==> src/rtl/xc_aessub_pkg.sv <==
// Shared constants and GF(2^8) helpers for the XCrypto AES SubBytes unit.
package xc_aessub_pkg;

    // Bytes 1 and 3 come from rs2, bytes 0 and 2 from rs1.
    localparam logic [3:0]      BYTE_FROM_RS2 = 4'b1010;
    localparam logic [3:0][4:0] BYTE_LSB      = {5'd24, 5'd16, 5'd8, 5'd0};

    // With rot=1, result byte j takes composed byte ROT_SRC[j].
    localparam logic [3:0][1:0] ROT_SRC = {2'd2, 2'd1, 2'd0, 2'd3};

    function automatic int beats_of(input int lanes);
        return 4 / lanes;
    endfunction

    function automatic logic [7:0] gf_mul(input logic [7:0] a, input logic [7:0] b);
        logic [7:0] p;
        logic [7:0] aa;
        p  = 8'h00;
        aa = a;
        for (int i = 0; i < 8; i++) begin
            if (b[i]) p = p ^ aa;
            aa = {aa[6:0], 1'b0} ^ (aa[7] ? 8'h1b : 8'h00);
        end
        return p;
    endfunction

    // x^254 is the multiplicative inverse, and maps 0 to 0 as AES requires.
    function automatic logic [7:0] gf_inv(input logic [7:0] x);
        logic [7:0] x2, x3, x6, x12, x15, x30, x60, x120, x240, x252;
        x2   = gf_mul(x, x);
        x3   = gf_mul(x2, x);
        x6   = gf_mul(x3, x3);
        x12  = gf_mul(x6, x6);
        x15  = gf_mul(x12, x3);
        x30  = gf_mul(x15, x15);
        x60  = gf_mul(x30, x30);
        x120 = gf_mul(x60, x60);
        x240 = gf_mul(x120, x120);
        x252 = gf_mul(x240, x12);
        return gf_mul(x252, x2);
    endfunction

    function automatic logic [7:0] affine_fwd(input logic [7:0] b);
        return b ^ {b[6:0], b[7]} ^ {b[5:0], b[7:6]} ^ {b[4:0], b[7:5]}
                 ^ {b[3:0], b[7:4]} ^ 8'h63;
    endfunction

    function automatic logic [7:0] affine_inv(input logic [7:0] s);
        return {s[6:0], s[7]} ^ {s[4:0], s[7:5]} ^ {s[1:0], s[7:2]} ^ 8'h05;
    endfunction

endpackage

==> src/rtl/xc_aessub_sbox.sv <==
// Combinational AES S-box, forward (enc=1) or inverse (enc=0).
module xc_aessub_sbox
    import xc_aessub_pkg::*;
(
    input  logic [7:0] data,
    input  logic       enc,
    output logic [7:0] sub
);

    assign sub = enc ? affine_fwd(gf_inv(data)) : gf_inv(affine_inv(data));

endmodule

==> src/rtl/xc_aessub_mc.sv <==
// Multi-cycle AES SubBytes unit: LANES S-boxes processed over 4/LANES beats.
module xc_aessub_mc
    import xc_aessub_pkg::*;
#(
    parameter int LANES   = 4,
    parameter bit OUT_REG = 1'b0
) (
    input  logic        clock,
    input  logic        reset,
    input  logic        flush,
    input  logic        valid,
    input  logic [31:0] rs1,
    input  logic [31:0] rs2,
    input  logic        enc,
    input  logic        rot,
    output logic        ready,
    output logic [31:0] result
);

    localparam int         BEATS    = beats_of(LANES);
    localparam int         LIVE_LSB = (BEATS - 1) * LANES;
    localparam logic [1:0] LAST     = 2'(BEATS - 1);

    logic [1:0]             beat_reg, beat_next;
    logic                   done_reg, done_next;
    logic                   advance;
    logic                   last_beat;
    logic [3:0][7:0]        in_byte;
    logic [LANES-1:0][7:0]  lane_in;
    logic [LANES-1:0][7:0]  lane_out;
    logic [3:0][7:0]        word;
    logic [3:0][7:0]        rot_word;

    assign last_beat = valid && !flush && !done_reg && (beat_reg == LAST);
    assign advance   = valid && !flush && !done_reg && (beat_reg != LAST);

    genvar gi;
    generate
        for (gi = 0; gi < 4; gi++) begin : g_sel
            logic [31:0] src;
            assign src         = BYTE_FROM_RS2[gi] ? rs2 : rs1;
            assign in_byte[gi] = src[BYTE_LSB[gi] +: 8];
        end

        // Inputs are gated with valid so the S-boxes stay quiet while idle.
        for (gi = 0; gi < LANES; gi++) begin : g_lane
            logic [1:0] sel;
            assign sel          = 2'(int'(beat_reg) * LANES + gi);
            assign lane_in[gi]  = in_byte[sel] & {8{valid}};
            xc_aessub_sbox u_sbox (
                .data (lane_in[gi]),
                .enc  (enc),
                .sub  (lane_out[gi])
            );
        end

        // Bytes from earlier beats are staged; the last beat's bytes stay live.
        for (gi = 0; gi < 4; gi++) begin : g_byte
            if (gi < LIVE_LSB) begin : g_stage
                logic [7:0] b_reg;
                always_ff @(posedge clock) begin
                    if (reset) begin
                        b_reg <= 8'h00;
                    end else if (advance && (beat_reg == 2'(gi / LANES))) begin
                        b_reg <= lane_out[gi % LANES];
                    end
                end
                assign word[gi] = b_reg;
            end else begin : g_live
                assign word[gi] = lane_out[gi - LIVE_LSB];
            end
        end

        for (gi = 0; gi < 4; gi++) begin : g_rot
            assign rot_word[gi] = rot ? word[ROT_SRC[gi]] : word[gi];
        end
    endgenerate

    always_comb begin
        beat_next = beat_reg;
        done_next = 1'b0;
        if (flush || done_reg || !valid) begin
            beat_next = 2'd0;
        end else if (beat_reg == LAST) begin
            beat_next = 2'd0;
            done_next = OUT_REG;
        end else begin
            beat_next = beat_reg + 2'd1;
        end
    end

    always_ff @(posedge clock) begin
        if (reset) begin
            beat_reg <= 2'd0;
            done_reg <= 1'b0;
        end else begin
            beat_reg <= beat_next;
            done_reg <= done_next;
        end
    end

    generate
        if (OUT_REG) begin : g_out_reg
            logic [31:0] result_reg;
            always_ff @(posedge clock) begin
                if (reset) begin
                    result_reg <= 32'h0;
                end else if (last_beat) begin
                    result_reg <= rot_word;
                end
            end
            assign ready  = done_reg && !flush && !reset;
            assign result = ready ? result_reg : 32'h0;
        end else begin : g_out_comb
            assign ready  = last_beat && !reset;
            assign result = ready ? rot_word : 32'h0;
        end
    endgenerate

endmodule

==> config.mk <==
export PLATFORM = sky130hd
export DESIGN_NAME = xc_aessub_mc
export DESIGN_NICKNAME = d
export VERILOG_FILES = /design/src/rtl/xc_aessub_pkg.sv /design/src/rtl/xc_aessub_sbox.sv /design/src/rtl/xc_aessub_mc.sv
export SDC_FILE = /design/constraint.sdc
export NUM_CORES = 2
export LEC_CHECK = 0
export BUFFER_PORTS_ARGS = -buffer_cell sky130_fd_sc_hd__buf_4
export CORE_MARGIN = 2
export CORE_UTILIZATION = 40
export DETAILED_ROUTE_END_ITERATION = 10
export PLACE_DENSITY = 0.65
export SYNTH_ARGS = -nofsm -noshare
export SYNTH_HDL_FRONTEND = slang
export SYNTH_SLANG_ARGS = --single-unit
==> constraint.sdc <==
create_clock -name clock -period 53.5 [get_ports clock]
set_input_delay 2.675 -clock clock [delete_from_list [all_inputs] [get_ports clock]]
set_output_delay 2.675 -clock clock [all_outputs]
set_load 0.02 [all_outputs]
# Word level (Yosys, flattened, before mapping)
# Index checks and enable logic that the tools add are counted.
# word_totals
output_inout_bits,33
word_cells,2620
inputBits,70
reg_bits,2
# op_classes
n_addsub,4
n_reduce_logical,9
n_mux,1335
magnitude_cmp,3
bitwise_logic,1268
# ops
op,n
$xor A8 B8 Y8,1256
$mux W8,715
$mux W5,616
$bmux W8 S2,3
$and A8 B8 Y8,4
$mux W32,1
$not A4 Y4,4
$lt A2 B3 Y1 const B,3
$not A2 Y2,4
$add A1 B1 Y2 const AB,2
$logic_and A1 B1 Y1,3
$logic_not A1 Y1,3
$reduce_or A3 Y1,1
$add A1 B2 Y2 const AB,1
$add A2 B1 Y2 const B,1
$logic_not A2 Y1,1
$logic_or A1 B1 Y1,1

# Depth between registers and ports, before layout
# logic_depth
word_depth,188
mapped_depth,90
depth_no_buf,80

# Modules after synthesis
# From an unflattened synthesis, not the netlist that was laid out.
# unflattened
cells_unflattened,11665
hier_area_um2,95369.0
# modules_own_cells
module,instances,cells_per_inst,seq_area_each_um2,area_per_inst_um2
xc_aessub_sbox at g_lane[1].u_sbox ...,3,2861,0.0,23729.0
xc_aessub_sbox at g_lane[0].u_sbox,1,2965,0.0,23364.9
xc_aessub_mc,1,117,40.0,817.0

# Least setup slack after synthesis
# Ideal clock, no wire load.
# synth_timing
path_kind,input to output
startpoint,input rs2[24]
endpoint,output result[25]
path_buffers,13
required_ns,50.825
setup_slack_ns,27.935
arrival_ns,22.890
stages,85
path_cell_list,buf_4 -> xnor2_2 -> or4b_1 -> and4_1 -> clkbuf_1 -> xnor3_1 -> a21oi_1 -> o31ai_2 -> o211ai_4 -> inv_4 -> buf_1 -> ha_1 -> inv_1 -> xnor2_1 -> a21oi_1 -> or2_2 -> a21o_1 -> and2_1 -> [49 not listed] -> ha_1 -> xor2_1 -> xnor3_1 -> nor4b_1 -> a311o_1 -> xnor2_2 -> xnor3_1 -> xor2_1 -> a311o_1 -> xnor2_1 -> xnor3_2 -> xnor2_1 -> or3_1 -> o221ai_1 -> xnor3_1 -> nand2_1 -> nand3_1 -> a21oi_1
# synth_between
elab_chain_len,180
elab_cells_between_ends,1280
cone_classes,648 x mux; 632 x bitwise
# synth_lines
item,line_no,source
from (decl),xc_aessub_mc.sv:13,"input logic [31:0] rs2,"
$bmux W8 S2,xc_aessub_mc.sv:49,assign lane_in[gi] = in_byte[sel] & {8{valid}};
$mux W8 (not written as such),xc_aessub_mc.sv:49,
$and A8 B8 Y8,xc_aessub_mc.sv:49,
$mux W8,xc_aessub_pkg.sv:21,if (b[i]) p = p ^ aa;
$xor A8 B8 Y8,xc_aessub_pkg.sv:21,
$mux W8,xc_aessub_pkg.sv:21,
$xor A8 B8 Y8,xc_aessub_pkg.sv:21,
$mux W8,xc_aessub_pkg.sv:21,
[162 not listed],--,
$xor A8 B8 Y8,xc_aessub_pkg.sv:21,
$mux W8,xc_aessub_pkg.sv:21,
$xor A8 B8 Y8 (3 in series),xc_aessub_pkg.sv:44,"return b ^ {b[6:0], b[7]} ^ {b[5:0], b[7:6]} ^ {b[4:0], b[7:5]}"
$xor A8 B8 Y8,xc_aessub_pkg.sv:45,"^ {b[3:0], b[7:4]} ^ 8'h63;"
$not A4 Y4 (no line),--,
$mux W8,xc_aessub_sbox.sv:10,assign sub = enc ? affine_fwd(gf_inv(data)) : gf_inv(affine_inv(data));
$mux W8 *,xc_aessub_mc.sv:75,assign rot_word[gi] = rot ? word[ROT_SRC[gi]] : word[gi];
$mux W32 *,xc_aessub_mc.sv:116,assign result = ready ? rot_word : 32'h0;
to (decl),xc_aessub_mc.sv:17,output logic [31:0] result
# Every way passes the cells marked *; elsewhere a longest branch is shown, timed or not. The select of a mux whose other input is x is not followed.

# Worst setup path after layout
# layout_timing
startpoint,input valid
endpoint,output result[31]
# layout_between
elab_chain_len,177
elab_cells_between_ends,1293
cone_classes,658 x mux; 632 x bitwise; 3 x reduce/logical
# layout_lines
item,line_no,source
from (decl),xc_aessub_mc.sv:11,"input logic valid,"
$and A8 B8 Y8,xc_aessub_mc.sv:49,
"$mux W5, or another cell as far along",xc_aessub_pkg.sv:22,"aa = {aa[6:0], 1'b0} ^ (aa[7] ? 8'h1b : 8'h00);"
"$xor A8 B8 Y8, on equally long branches","xc_aessub_pkg.sv:22, xc_aessub_pkg.sv:21",
$xor A8 B8 Y8 / $mux W8 (equally long branches),xc_aessub_pkg.sv:21,
$mux W8 / $xor A8 B8 Y8 (equally long branches),xc_aessub_pkg.sv:21,
$xor A8 B8 Y8 / $mux W8 (equally long branches),xc_aessub_pkg.sv:21,
$mux W8 / $xor A8 B8 Y8 (equally long branches),xc_aessub_pkg.sv:21,
$xor A8 B8 Y8 / $mux W8 (equally long branches),xc_aessub_pkg.sv:21,
[159 not listed],--,
$mux W8,xc_aessub_pkg.sv:21,
$xor A8 B8 Y8,xc_aessub_pkg.sv:21,
$mux W8,xc_aessub_pkg.sv:21,
$xor A8 B8 Y8 (3 in series),xc_aessub_pkg.sv:44,
$xor A8 B8 Y8,xc_aessub_pkg.sv:45,
$mux W8,xc_aessub_sbox.sv:10,
$mux W8,xc_aessub_mc.sv:75,
$mux W32 *,xc_aessub_mc.sv:116,
# Every way passes the cells marked *; elsewhere a longest branch is shown, timed or not.

==> results.yml <==
flow_run:
  maxCapViolCount: 0
critical_path:
  slowest_stage: "clkinv_2"
  cpMostUsedCell: "xnor3_1"
  critPathKind: "primary input to output port"
  r2r_cells: 3
  cp_slowest_stage_delay_ns: 0.79
  path_max_fanout: 55
  cp-start-kind: "primary input"
  reg2reg_slack_ns: 52.62
  crit_arrival_ns: 28.79
  timing.rr.start: "beat_reg[0]"
  reg2reg_to: "beat_reg[1]"
  cp.required_ns: 50.83
  end_kind: "output port"
timing:
  worst_pin_slew_ns: 1.300
  hold_viol_final: 0
  rsz0062_at_grt: "false"
  finalSetupViolCount: 0
  slew_viol_final: 0
  relSlewSlack_pct: 12.73
  skew_ns: 0.0001641
  max_freq_mhz: 31.78
  min_period_over_period_pct: 58.81
  fin_crit_ns: 31.46
  fin_setup_tns_ns: 0
grt:
  grtUsageTotal_pct: 20.87
  grt_max_degree: 126
  grt_overflow: 0
  first_global_vias: 69138
  grt_pass1_wl_mm: 374.8
  grt_antenna_before_repair: 23
synth:
  ys.flop_type: "dfxtp_1"
  ys_ff_latch: 2
  synth_top_cell_by_area: "xnor2_1"
  syn_area_um2: 82270
  syn_area_per_cell_um2: 7.230
  syn_nets: 11502
  synth.distinct_cells: 132
  synth_most_common_cell: "xnor2_1"
  netlist_top_cells_count: "xnor2_1 (2448), nor2_1 (1522), nand2_1 (1175)"
  synthCells: 11379
  yosysWarnings: 0
  yosysSeqAreaShare_pct: 0.04867
  synth_edf_count: 0
  netlist_top_cells_area: "xnor2_1 (26%), xnor3_1 (10%), xor2_1 (8.5%)"
  async_flop_share_pct: 0
  netlist.area_leader.share_pct: 26.06
floorplan:
  core_area_um2: 204600
  dieArea_um2: 209300
  start_util_pct: 40.21
  die_w_um: 457.5
  die_h_um: 457.5
  io_pins: 103
  row_count: 166
clocking:
  cts_buffer_depth: 2
  htreeDepth: 1
  clock_latency_ns: 0.22
  cts_tree: "built"
  cts_resized: 0
  cts_root_buf: "clkbuf_16"
  clkSlewWorstSetupHoldPaths_ns: 0.03
  cts_buffers: 3
  hold_buffers: 0
  cts_setup_buffers: 0
  cts_sinks: 2
layout:
  multi_input_comb_area_um2: 78260
  largest_register_ffs: 2
  drive_gt1_share_pct: 6.778
  ff_latch_area_um2: 40.04
  syn_to_final_growth_pct: 3.452
  nets: 11101
  fillers: 21229
detailed_routing:
  drt-initial-drc-count: 5889
  vias: 75868
  first_pass_iters: 6
  vias_per_cell: 5.548
  wirelength_mm: 229.4
  final_antenna_net_count: 0
  drc: 0
  wl_per_cell_um: 16.77
run_status:
  outcome: "finished, final reports clean"
placement:
  dp_hpwl_mm: 168.2
  place_congestion: 0.8973
  port_buffers: 70
hold_path:
  holdPathStages: 1
  hold_path.startpoint: "beat_reg[0]"
  worstHoldPathType: "flop to flop"
  hold_end: "beat_reg[0]"
per-layer routing:
layer	GRT usage, %	vias to the layer above	routed length [um]
met2	35.63	1968	108400
li1	-	37974	-
met3	0.9584	256	10410
met5	0	-	52
met4	5.945	10	6585
met1	28.43	35660	104000
placed cells by master, fill, tap and decap left out, drive strengths merged, types with 292 or more instances in the layout:
cell type and instances:
xor2 836, buf 318, xnor3 390, xnor2 2571
o21ai 477, mux2i 337, a21oi 552, nor2 1535
nand3 292, nand2 1180
how the worst max path moves through the flow:
stage	from	endpoint	slack (ns)
floorplan	rs2[24]	result[25]	27.93
global placement	valid	result[7]	22.39
detailed placement	valid	result[7]	22.34
CTS	valid	result[7]	22.26
global route	valid	result[31]	20.41
finish	valid	result[31]	22.04
stage by stage:
stage | instances | cell area, um^2 | hold slack [ns] | worst slack, ns | utilization (%)
5_1_grt | 13675 | 85110 | 0.4254 | 20.41 | 41.60
6_report | 13676 | 85110 | 0.4283 | 22.04 | 41.60
3_5_place_dp | 13661 | 85010 | 0.4114 | 22.34 | 41.55
2_1_floorplan | 11379 | 82270 | 0.3992 | 27.93 | -
4_1_cts | 13664 | 85080 | 0.4151 | 22.26 | 41.59
3_3_place_gp | 13661 | 85010 | 0.4091 | 22.39 | 41.55
layout make-up:
| class | count | area share [%] |
|---|---|---|
| clock buffers | 3 | 0.08820 |
| well taps | 2688 | 3.951 |
| multi-input cells | 10407 | 91.95 |
| flip-flops and latches | 2 | 0.04704 |
| diodes | 12 | 0.03528 |
| repair buffers | 319 | 2.836 |
| inverters | 245 | 1.089 |
cells by family after synthesis:
kind of cell | after synthesis | synth area share [%]
XOR/XNOR | 3858 | 50.37
AND/OR/NAND/NOR | 4020 | 21.88
adder cells (fa/ha/maj) | 55 | 0.8304
flip-flops | 2 | 0.04867
buffers and inverters | 970 | 5.146
multiplexers | 416 | 5.301
AO/OA/AOI/OAI | 2058 | 16.42
worst max-delay path, delay by kind of cell:
kind            cells  cell delay (ns)
compound gates     16             5.32
xor+xnor           31            11.59
fa+ha+maj           6             2.39
buf+inv            13             4.44
mux                 1             0.18
simple gates       11             2.08
Power is left out: the tool's default activity adds up to more than one toggle a clock period on the data nets, which glitch-free logic cannot reach.
